`config.mk`:
```
export PLATFORM = sky130hd
export DESIGN_NAME = mbist_march_ctrl
export DESIGN_NICKNAME = d
export VERILOG_FILES = /design/src/rtl/mbist_march_ctrl.sv
export SDC_FILE = /design/constraint.sdc
export NUM_CORES = 1
export LEC_CHECK = 0
export CORE_ASPECT_RATIO = 1.2
export CORE_MARGIN = 2
export CORE_UTILIZATION = 47
export CTS_BUF_LIST = sky130_fd_sc_hd__clkbuf_4 sky130_fd_sc_hd__clkbuf_8 sky130_fd_sc_hd__clkbuf_16
export DETAILED_ROUTE_END_ITERATION = 16
export PLACE_DENSITY = 0.75
export SKIP_LAST_GASP = 1
export SLEW_MARGIN = 20
export SYNTH_ARGS = -nofsm -noshare
export SYNTH_HDL_FRONTEND = slang
export SYNTH_SLANG_ARGS = --single-unit
```
`constraint.sdc`:
```
create_clock -name clk -period 2.3 [get_ports clk]
set_input_delay 0.345 -clock clk [delete_from_list [all_inputs] [get_ports clk]]
set_output_delay 0.345 -clock clk [all_outputs]
set_load 0.1 [all_outputs]
```
`src/rtl/mbist_march_ctrl.sv`:
```
// ============================================================================
// Module  : mbist_march_ctrl
// Purpose : March C- BIST sequencer for a single-port memory with registered
//           wdata and a 2-cycle read latency; reports pass/fail status.
// Revision: 1.0 - initial release
// ============================================================================
`default_nettype none

module mbist_march_ctrl #(
    parameter int DATA_WIDTH = 8,
    parameter int ADDR_WIDTH = 6,
    parameter int CAPACITY   = 63
) (
    input  logic                  clk,
    input  logic                  rst,
    input  logic                  start,
    output logic                  mem_write_read,
    output logic [ADDR_WIDTH-1:0] mem_address,
    output logic [DATA_WIDTH-1:0] mem_wdata,
    input  logic [DATA_WIDTH-1:0] mem_rdata,
    output logic                  busy,
    output logic                  done,
    output logic                  fail,
    output logic [ADDR_WIDTH-1:0] fail_addr,
    output logic [2:0]            fail_element,
    output logic [7:0]            fail_count
);

    localparam logic [2:0] c_ST_IDLE  = 3'd0;
    localparam logic [2:0] c_ST_GAP   = 3'd1;
    localparam logic [2:0] c_ST_RD    = 3'd2;
    localparam logic [2:0] c_ST_WR    = 3'd3;
    localparam logic [2:0] c_ST_DRAIN = 3'd4;
    localparam logic [2:0] c_ST_DONE  = 3'd5;

    localparam logic [ADDR_WIDTH-1:0] c_LAST_ADDR = ADDR_WIDTH'(CAPACITY);

    logic [2:0]            r_state;
    logic [2:0]            r_elem;
    logic                  r_drain;

    logic                  r_p0_vld, r_p1_vld;
    logic [DATA_WIDTH-1:0] r_p0_exp, r_p1_exp;
    logic [ADDR_WIDTH-1:0] r_p0_addr, r_p1_addr;
    logic [2:0]            r_p0_elem, r_p1_elem;

    logic [2:0]            w_nstate;
    logic [2:0]            w_nelem;
    logic [ADDR_WIDTH-1:0] w_naddr;
    logic                  w_down, w_has_rd, w_has_wr, w_last, w_start_ok;
    logic [ADDR_WIDTH-1:0] w_step_addr, w_next_first;
    logic [2:0]            w_elem_inc;
    logic [DATA_WIDTH-1:0] w_rd_exp;

    assign w_down       = (r_elem == 3'd3) || (r_elem == 3'd4);
    assign w_has_rd     = (r_elem != 3'd0);
    assign w_has_wr     = (r_elem != 3'd5);
    assign w_last       = w_down ? (mem_address == '0) : (mem_address == c_LAST_ADDR);
    assign w_step_addr  = w_down ? (mem_address - 1'b1) : (mem_address + 1'b1);
    assign w_elem_inc   = r_elem + 3'd1;
    assign w_next_first = ((w_elem_inc == 3'd3) || (w_elem_inc == 3'd4)) ? c_LAST_ADDR : '0;
    assign w_rd_exp     = ((r_elem == 3'd2) || (r_elem == 3'd4)) ? '1 : '0;
    // DONE keeps busy for one cycle while done is being raised; start is ignored there
    assign w_start_ok   = start && ((r_state == c_ST_IDLE) || ((r_state == c_ST_DONE) && !busy));

    always_comb begin
        w_nstate = r_state;
        w_nelem  = r_elem;
        w_naddr  = mem_address;
        case (r_state)
            c_ST_IDLE, c_ST_DONE: begin
                if (w_start_ok) begin
                    w_nstate = c_ST_GAP;
                    w_nelem  = 3'd0;
                    w_naddr  = '0;
                end
            end
            c_ST_GAP: w_nstate = w_has_rd ? c_ST_RD : c_ST_WR;
            c_ST_RD: begin
                if (w_has_wr) begin
                    w_nstate = c_ST_WR;
                end else if (w_last) begin
                    w_nstate = c_ST_DRAIN;
                end else begin
                    w_naddr = w_step_addr;
                end
            end
            c_ST_WR: begin
                if (w_last) begin
                    w_nstate = c_ST_GAP;
                    w_nelem  = w_elem_inc;
                    w_naddr  = w_next_first;
                end else begin
                    w_nstate = w_has_rd ? c_ST_RD : c_ST_WR;
                    w_naddr  = w_step_addr;
                end
            end
            c_ST_DRAIN: if (r_drain) w_nstate = c_ST_DONE;
            default:    w_nstate = c_ST_IDLE;
        endcase
    end

    always_ff @(posedge clk or posedge rst) begin
        if (rst) begin
            r_state        <= c_ST_IDLE;
            r_elem         <= 3'd0;
            r_drain        <= 1'b0;
            mem_write_read <= 1'b0;
            mem_address    <= '0;
            mem_wdata      <= '0;
            busy           <= 1'b0;
            done           <= 1'b0;
            fail           <= 1'b0;
            fail_addr      <= '0;
            fail_element   <= 3'd0;
            fail_count     <= 8'd0;
            r_p0_vld       <= 1'b0;
            r_p1_vld       <= 1'b0;
            r_p0_exp       <= '0;
            r_p1_exp       <= '0;
            r_p0_addr      <= '0;
            r_p1_addr      <= '0;
            r_p0_elem      <= 3'd0;
            r_p1_elem      <= 3'd0;
        end else begin
            r_state        <= w_nstate;
            r_elem         <= w_nelem;
            mem_address    <= w_naddr;
            mem_write_read <= (w_nstate == c_ST_WR);
            r_drain        <= (r_state == c_ST_DRAIN) ? ~r_drain : 1'b0;
            // Background is fixed for the whole element so the memory's wdata register is always valid
            if (w_nstate == c_ST_GAP) begin
                mem_wdata <= ((w_nelem == 3'd1) || (w_nelem == 3'd3)) ? '1 : '0;
            end

            r_p0_vld  <= (r_state == c_ST_RD);
            r_p0_exp  <= w_rd_exp;
            r_p0_addr <= mem_address;
            r_p0_elem <= r_elem;
            r_p1_vld  <= r_p0_vld;
            r_p1_exp  <= r_p0_exp;
            r_p1_addr <= r_p0_addr;
            r_p1_elem <= r_p0_elem;

            if (w_start_ok) begin
                busy         <= 1'b1;
                done         <= 1'b0;
                fail         <= 1'b0;
                fail_addr    <= '0;
                fail_element <= 3'd0;
                fail_count   <= 8'd0;
            end else begin
                if ((r_state == c_ST_DONE) && busy) begin
                    busy <= 1'b0;
                    done <= 1'b1;
                end
                if (r_p1_vld && (mem_rdata != r_p1_exp)) begin
                    if (fail_count != 8'hFF) fail_count <= fail_count + 8'd1;
                    if (!fail) begin
                        fail         <= 1'b1;
                        fail_addr    <= r_p1_addr;
                        fail_element <= r_p1_elem;
                    end
                end
            end
        end
    end

endmodule

`default_nettype wire

```
* After elaboration in Yosys (flattened, before gate mapping)
Index checks and enable logic that the tools add are counted.
** Word-level totals
- Output and inout port bits :: 35
- Logic and storage cells :: 104
- Input port bits :: 11
- Register bits after elaboration :: 78
** Operators by class
- Reduce and logical (&&, ||, !) cells :: 21
- Multiplexer cells :: 36
- $add $sub $neg :: 4
- Equal/unequal tests :: 22
- Bitwise logic cells :: 1
** Operators with widths (number)
- 6-bit two-way mux :: 9
- 8-bit two-way mux :: 5
- 3-bit two-way mux :: 9
- 3-bit by 2-bit equality test with 1-bit output (second input constant) :: 7
- 6-bit case mux with 3 select lines :: 1
- 3-bit case mux with 5 select lines :: 1
- 3-bit equality test (second input constant) :: 4
- 3-bit by 1-bit equality test with 1-bit output (second input constant) :: 3
- 1-bit two-way mux :: 9
- 8-bit by 1-bit adder with 8-bit output (second input constant) :: 1
- 8-bit != test :: 1
- 8-bit != test (second input constant) :: 1
- 6-bit by 1-bit adder with 6-bit output (second input constant) :: 1
- 6-bit equality test (second input constant) :: 1
- 6-bit zero test :: 1
- 2-bit != test (second input constant) :: 3
- 3-bit case mux with 2 select lines :: 1
- 2-bit nonzero test :: 3
- 3-bit nonzero test :: 2
- 6-bit by 1-bit subtractor with 6-bit output (second input constant) :: 1
- 1-bit logical OR :: 5
- 1-bit logical AND :: 4
- 2-bit AND reduction :: 2
- 4-bit AND reduction :: 1
- 8 further kinds :: 8

* Longest topological paths before layout
- Depth after elaboration :: 9
- Depth in mapped cells :: 10
- Gate-level depth less buffers :: 10

* Least setup slack after synthesis
OpenSTA, ideal clock, no wires.
- Path type :: flip-flop to flip-flop
- From :: reg mem_address[0]
- To :: reg mem_address[1]
- Buffers on the path :: 0
- Clock period less this slack :: 2.469 ns
- Cell stages (with the launch flop) :: 7
- Setup time :: 0.146 ns
- Setup slack :: -0.169 ns
- Data required time :: 2.154 ns
- Data arrival time :: 2.323 ns
- Path through :: dfrtp_1 -> inv_1 -> or4_4 -> o41ai_4 -> a31oi_1 -> o21ai_0 -> a21oi_1
** On the way
- Longest elaborated chain between the ends :: 5
- Elaborated cells between the ends (all ways) :: 12
- Classes of those cells :: add/sub: 2; eq/ne: 2; mux: 6; reduce/logical: 2
** RTL lines
- from (decl) :: line 18 : output logic [ADDR_WIDTH-1:0] mem_address,
- from (signal assigned) :: line 128 : mem_address <= w_naddr;
- 6-bit by 1-bit adder with 6-bit output / 6-bit by 1-bit subtractor with 6-bit output (equally long branches) :: line 59 : assign w_step_addr = w_down ? (mem_address - 1'b1) : (mem_address + 1'b1);
- 6-bit two-way mux :: line 59
- 6-bit two-way mux :: line 82 : end else if (w_last) begin
- 6-bit two-way mux :: line 80 : if (w_has_wr) begin
- 6-bit case mux with 3 select lines :: line 70 : case (r_state)
Several ways; a longest one is shown, not always the timed one. The select of a mux whose other input is x is not followed.
A chain may end at the register's enable or synchronous reset.

* Final worst setup path
- From :: reg r_elem[0]
- To :: reg mem_write_read
** On the way
- Longest elaborated chain between the ends :: 7
- Elaborated cells between the ends (all ways) :: 12
- Classes of those cells :: eq/ne: 4; mux: 6; reduce/logical: 2
** RTL lines
- from (decl) :: line 39 : logic [2:0] r_elem;
- from (signal assigned) :: line 127 : r_elem <= w_nelem;
- 3-bit by 2-bit equality test with 1-bit output / 3-bit equality test (equally long branches) :: line 55 : assign w_down = (r_elem == 3'd3) || (r_elem == 3'd4);
- 1-bit logical OR :: line 55
- 1-bit two-way mux :: line 58 : assign w_last = w_down ? (mem_address == '0) : (mem_address == c_LAST_ADDR);
- 3-bit two-way mux :: line 82
- 3-bit two-way mux :: line 80
- 3-bit case mux with 5 select lines * :: line 70
- net w_nstate[0] :: line 47 : logic [2:0] w_nstate;
- 3-bit by 2-bit equality test with 1-bit output * :: line 129 : mem_write_read <= (w_nstate == c_ST_WR);
- to (signal assigned) :: line 129
- to (decl) :: line 17 : output logic mem_write_read,
Mark *: on every way through the listed nets, which the timed path passes. The rest lies on a longest branch.

==> reports/qor.yml <==
logic_synthesis:
  async_flop_share_pct: 100
  synth_edf_count: 0
  ys_ff_latch: 57
  syn_inst: 259
  netlist_area_um2: 2680
  synth-seq-area-share_pct: 53.2
  synth_warnings: 0
  ys.flop_type: "dfrtp_1"
  synth_top_area_cell: "dfrtp_1"
  synth.most_common_cell: "dfrtp_1"
  syn_avg_cell_area_um2: 10.4
  synth_top_area_share_pct: 53.2
  synthTopCellsByArea: "dfrtp_1, ha_1, o21ai_0, nand3_1, nand2_1"
  synth_nets: 281
  synth_cell_type_count: 45
  ys_top_cells_by_count: "dfrtp_1, nand2_1, o21ai_0"
floorplanning:
  die_h_um: 86.7
  ioPinCount: 46
  rows: 30
  start_util_pct: 47.9
  die_x_um: 73.0
  dieArea_um2: 6330
  core-area_um2: 5590
sta:
  slew_headroom_pct: 69.0
  finalClockSkew_ps: 7.84
  setup_tns_ps: 0
  period_share_pct: 95.7
  setup_violations: 0
  hold_violations: 0
  worst_pin_slew_ps: 463
  timing.fmax_mhz: 454
  maxSlewViolCount: 0
  finalCriticalPeriod_ps: 2200
routing:
  viasPerCell: 5.37
  ant_nets: 0
  routedWlPerCell_um: 13.8
  dr.first_iter.drc_count: 98
  wl_um: 5430
  drtPass1Iterations: 4
  route.detailed.drc: 0
  num_vias: 2111
global_route:
  grt_pass1_vias: 2015
  grt_first_pass_wirelength_um: 9250
  antenna_found_initial: 0
  overflow: 0
  grt_usage_pct: 19.4
  grt_start_max_net_pins: 37
critical_path:
  reg2reg_to: "mem_write_read$_DFF_PP0_"
  critPathKind: "register to register"
  worstRegToRegCells: 9
  cp_max_fo: 7
  crit_start: "r_elem[0]$_DFF_PP0_"
  ff2ff_setup_slack_ps: 100
  worstSetupEndpointType: "register"
  rr_startpoint: "r_elem[0]$_DFF_PP0_"
  arrival_ps: 2470
  cp.required_ps: 2570
  max_stage_delay_ps: 520
  crit_path_start_kind: "register"
  path_cells: "inv_2, ha_2, mux2_4, or4_4, o41ai_4, buf_12, nand3_4, nand3_1, o211a_1"
  cp_slowest_cell: "or4_4"
clock_network:
  path_clk_slew_ps: 70
  postCtsHoldBufs: 0
  cts_tree: "built"
  worstSkewPairLatency_ps: 330
  cts_max_path_buffers: 2
  cts_sinks: 57
  cts_buffers: 9
  htreeDepth: 3
  root_buffer: "clkbuf_8"
placed_design:
  io_buffers: 45
  hpwl_um: 3880
  place_area_um2: 3230
  gp_congestion: 0.862
final_layout:
  n_antenna_cell: 0
  drive_gt1_share_pct: 31.0
  syn2layout_area_growth_pct: 30.9
  final_nets: 346
  design_area_um2: 3510
hold_path:
  hold_class: "primary input to async pin"
run:
  cap_viol_max_count: 0
status:
  status: "finished clean"
==> repair_timing <==
action,in CTS,in global routing
pin swaps,1,1
endpoints found under the setup margin,2,10
resized for setup,1,12
gates cloned,0,0
buffers inserted,0,2
==> flip-flops by register name, indices dropped and copies added (netlist names) <==
signal / cells
r_p0_exp: 1
r_elem: 3
busy: 1
r_p0_addr: 6
fail_element: 3
r_state: 3
mem_write_read: 1
r_p1_addr: 6
r_p1_elem: 3
r_p1_vld: 1
fail_count: 8
r_drain: 1
done: 1
mem_wdata: 1
r_p0_elem: 3
r_p1_exp: 1
mem_address: 6
fail: 1
fail_addr: 6
r_p0_vld: 1
==> cells in the final DEF, fill, tap and decap left out, drive strengths merged, types with 2 or more instances in the layout <==
master	n
a21oi	13
and3	5
buf	59
bufinv	2
clkbuf	10
clkdlybuf4s50	10
clkinvlp	3
dfrtp	57
ha	10
inv	14
mux2	2
mux2i	4
nand2	26
nand2b	3
nand3	21
nand3b	2
nand4	6
nor2	20
nor2b	2
nor3	4
nor4	3
o21ai	22
o31ai	2
or2	2
or3	4
or4	3
xnor2	2
xor2	6
==> area by class of cell <==
cell class | instances | area [µm²]
multi-input cells | 173 | 1130
clock inverters | 6 | 91.3
flip-flops and latches | 57 | 1440
clock buffers | 10 | 138
well taps | 64 | 80.1
repair buffers | 69 | 584
inverters | 14 | 52.6
fillers | 452 | 2080
==> worst max path at each step <==
| stage | endpoint | slack (ps) |
|---|---|---|
| finish | mem_write_read$_DFF_PP0_ | 100 |
| global route | mem_address[5]$_DFFE_PP0P_ | -30 |
| CTS | mem_address[5]$_DFFE_PP0P_ | 7 |
| detailed placement | mem_address[5]$_DFFE_PP0P_ | -20 |
| global placement | fail_count[5]$_DFFE_PP0P_ | 20 |
| floorplan | mem_address[5]$_DFFE_PP0P_ | 7 |
==> cell families (layout without fill, tap and decap cells) <==
logic type      count (synthesis)  in the layout  share of synthesized area [%]
simple gates                  101            101                           19.4
flops                          57             57                           53.2
compound gates                 47             47                           11.2
buf+inv                        29             99                           5.79
fa+ha+maj                      11             11                           5.41
xor+xnor                        8              8                           2.61
mux                             6              6                           2.47
==> critical path, delay by kind of cell (launching register included) <==
kind | cells | cell delay (ps)
adders and majority gates | 1 | 180
and+or+nand+nor | 3 | 740
AOI/OAI and AO/OA | 2 | 260
muxes | 1 | 300
DFF | 1 | 420
buffers and inverters | 2 | 230
==> per-layer routing <==
layer	part of all wire (%)	wire length [µm]	GRT usage, %	vias to the layer above
met3	3.2	176	6.98	7
met4	1.6	89	7.07	0
li1	-	-	-	1031
met5	0	0	0	-
met1	42	2260	22.7	1029
met2	53	2900	32.7	44
==> metrics by stage <==
stage / util, % / setup WS [ps] / std cells / hold slack, ps
after floorplan: - / 7.11 / 259 / 331
after global placement: 57.8 / 21.2 / 375 / 332
after detailed placement: 57.8 / -16.9 / 375 / 335
after CTS: 61.9 / 6.70 / 391 / 329
after global routing: 62.8 / -25.8 / 393 / 352
final: 62.8 / 98.3 / 393 / 333
Power is left out: the tool's default activity adds up to more than one toggle a clock period on the data nets, which glitch-free logic cannot reach.
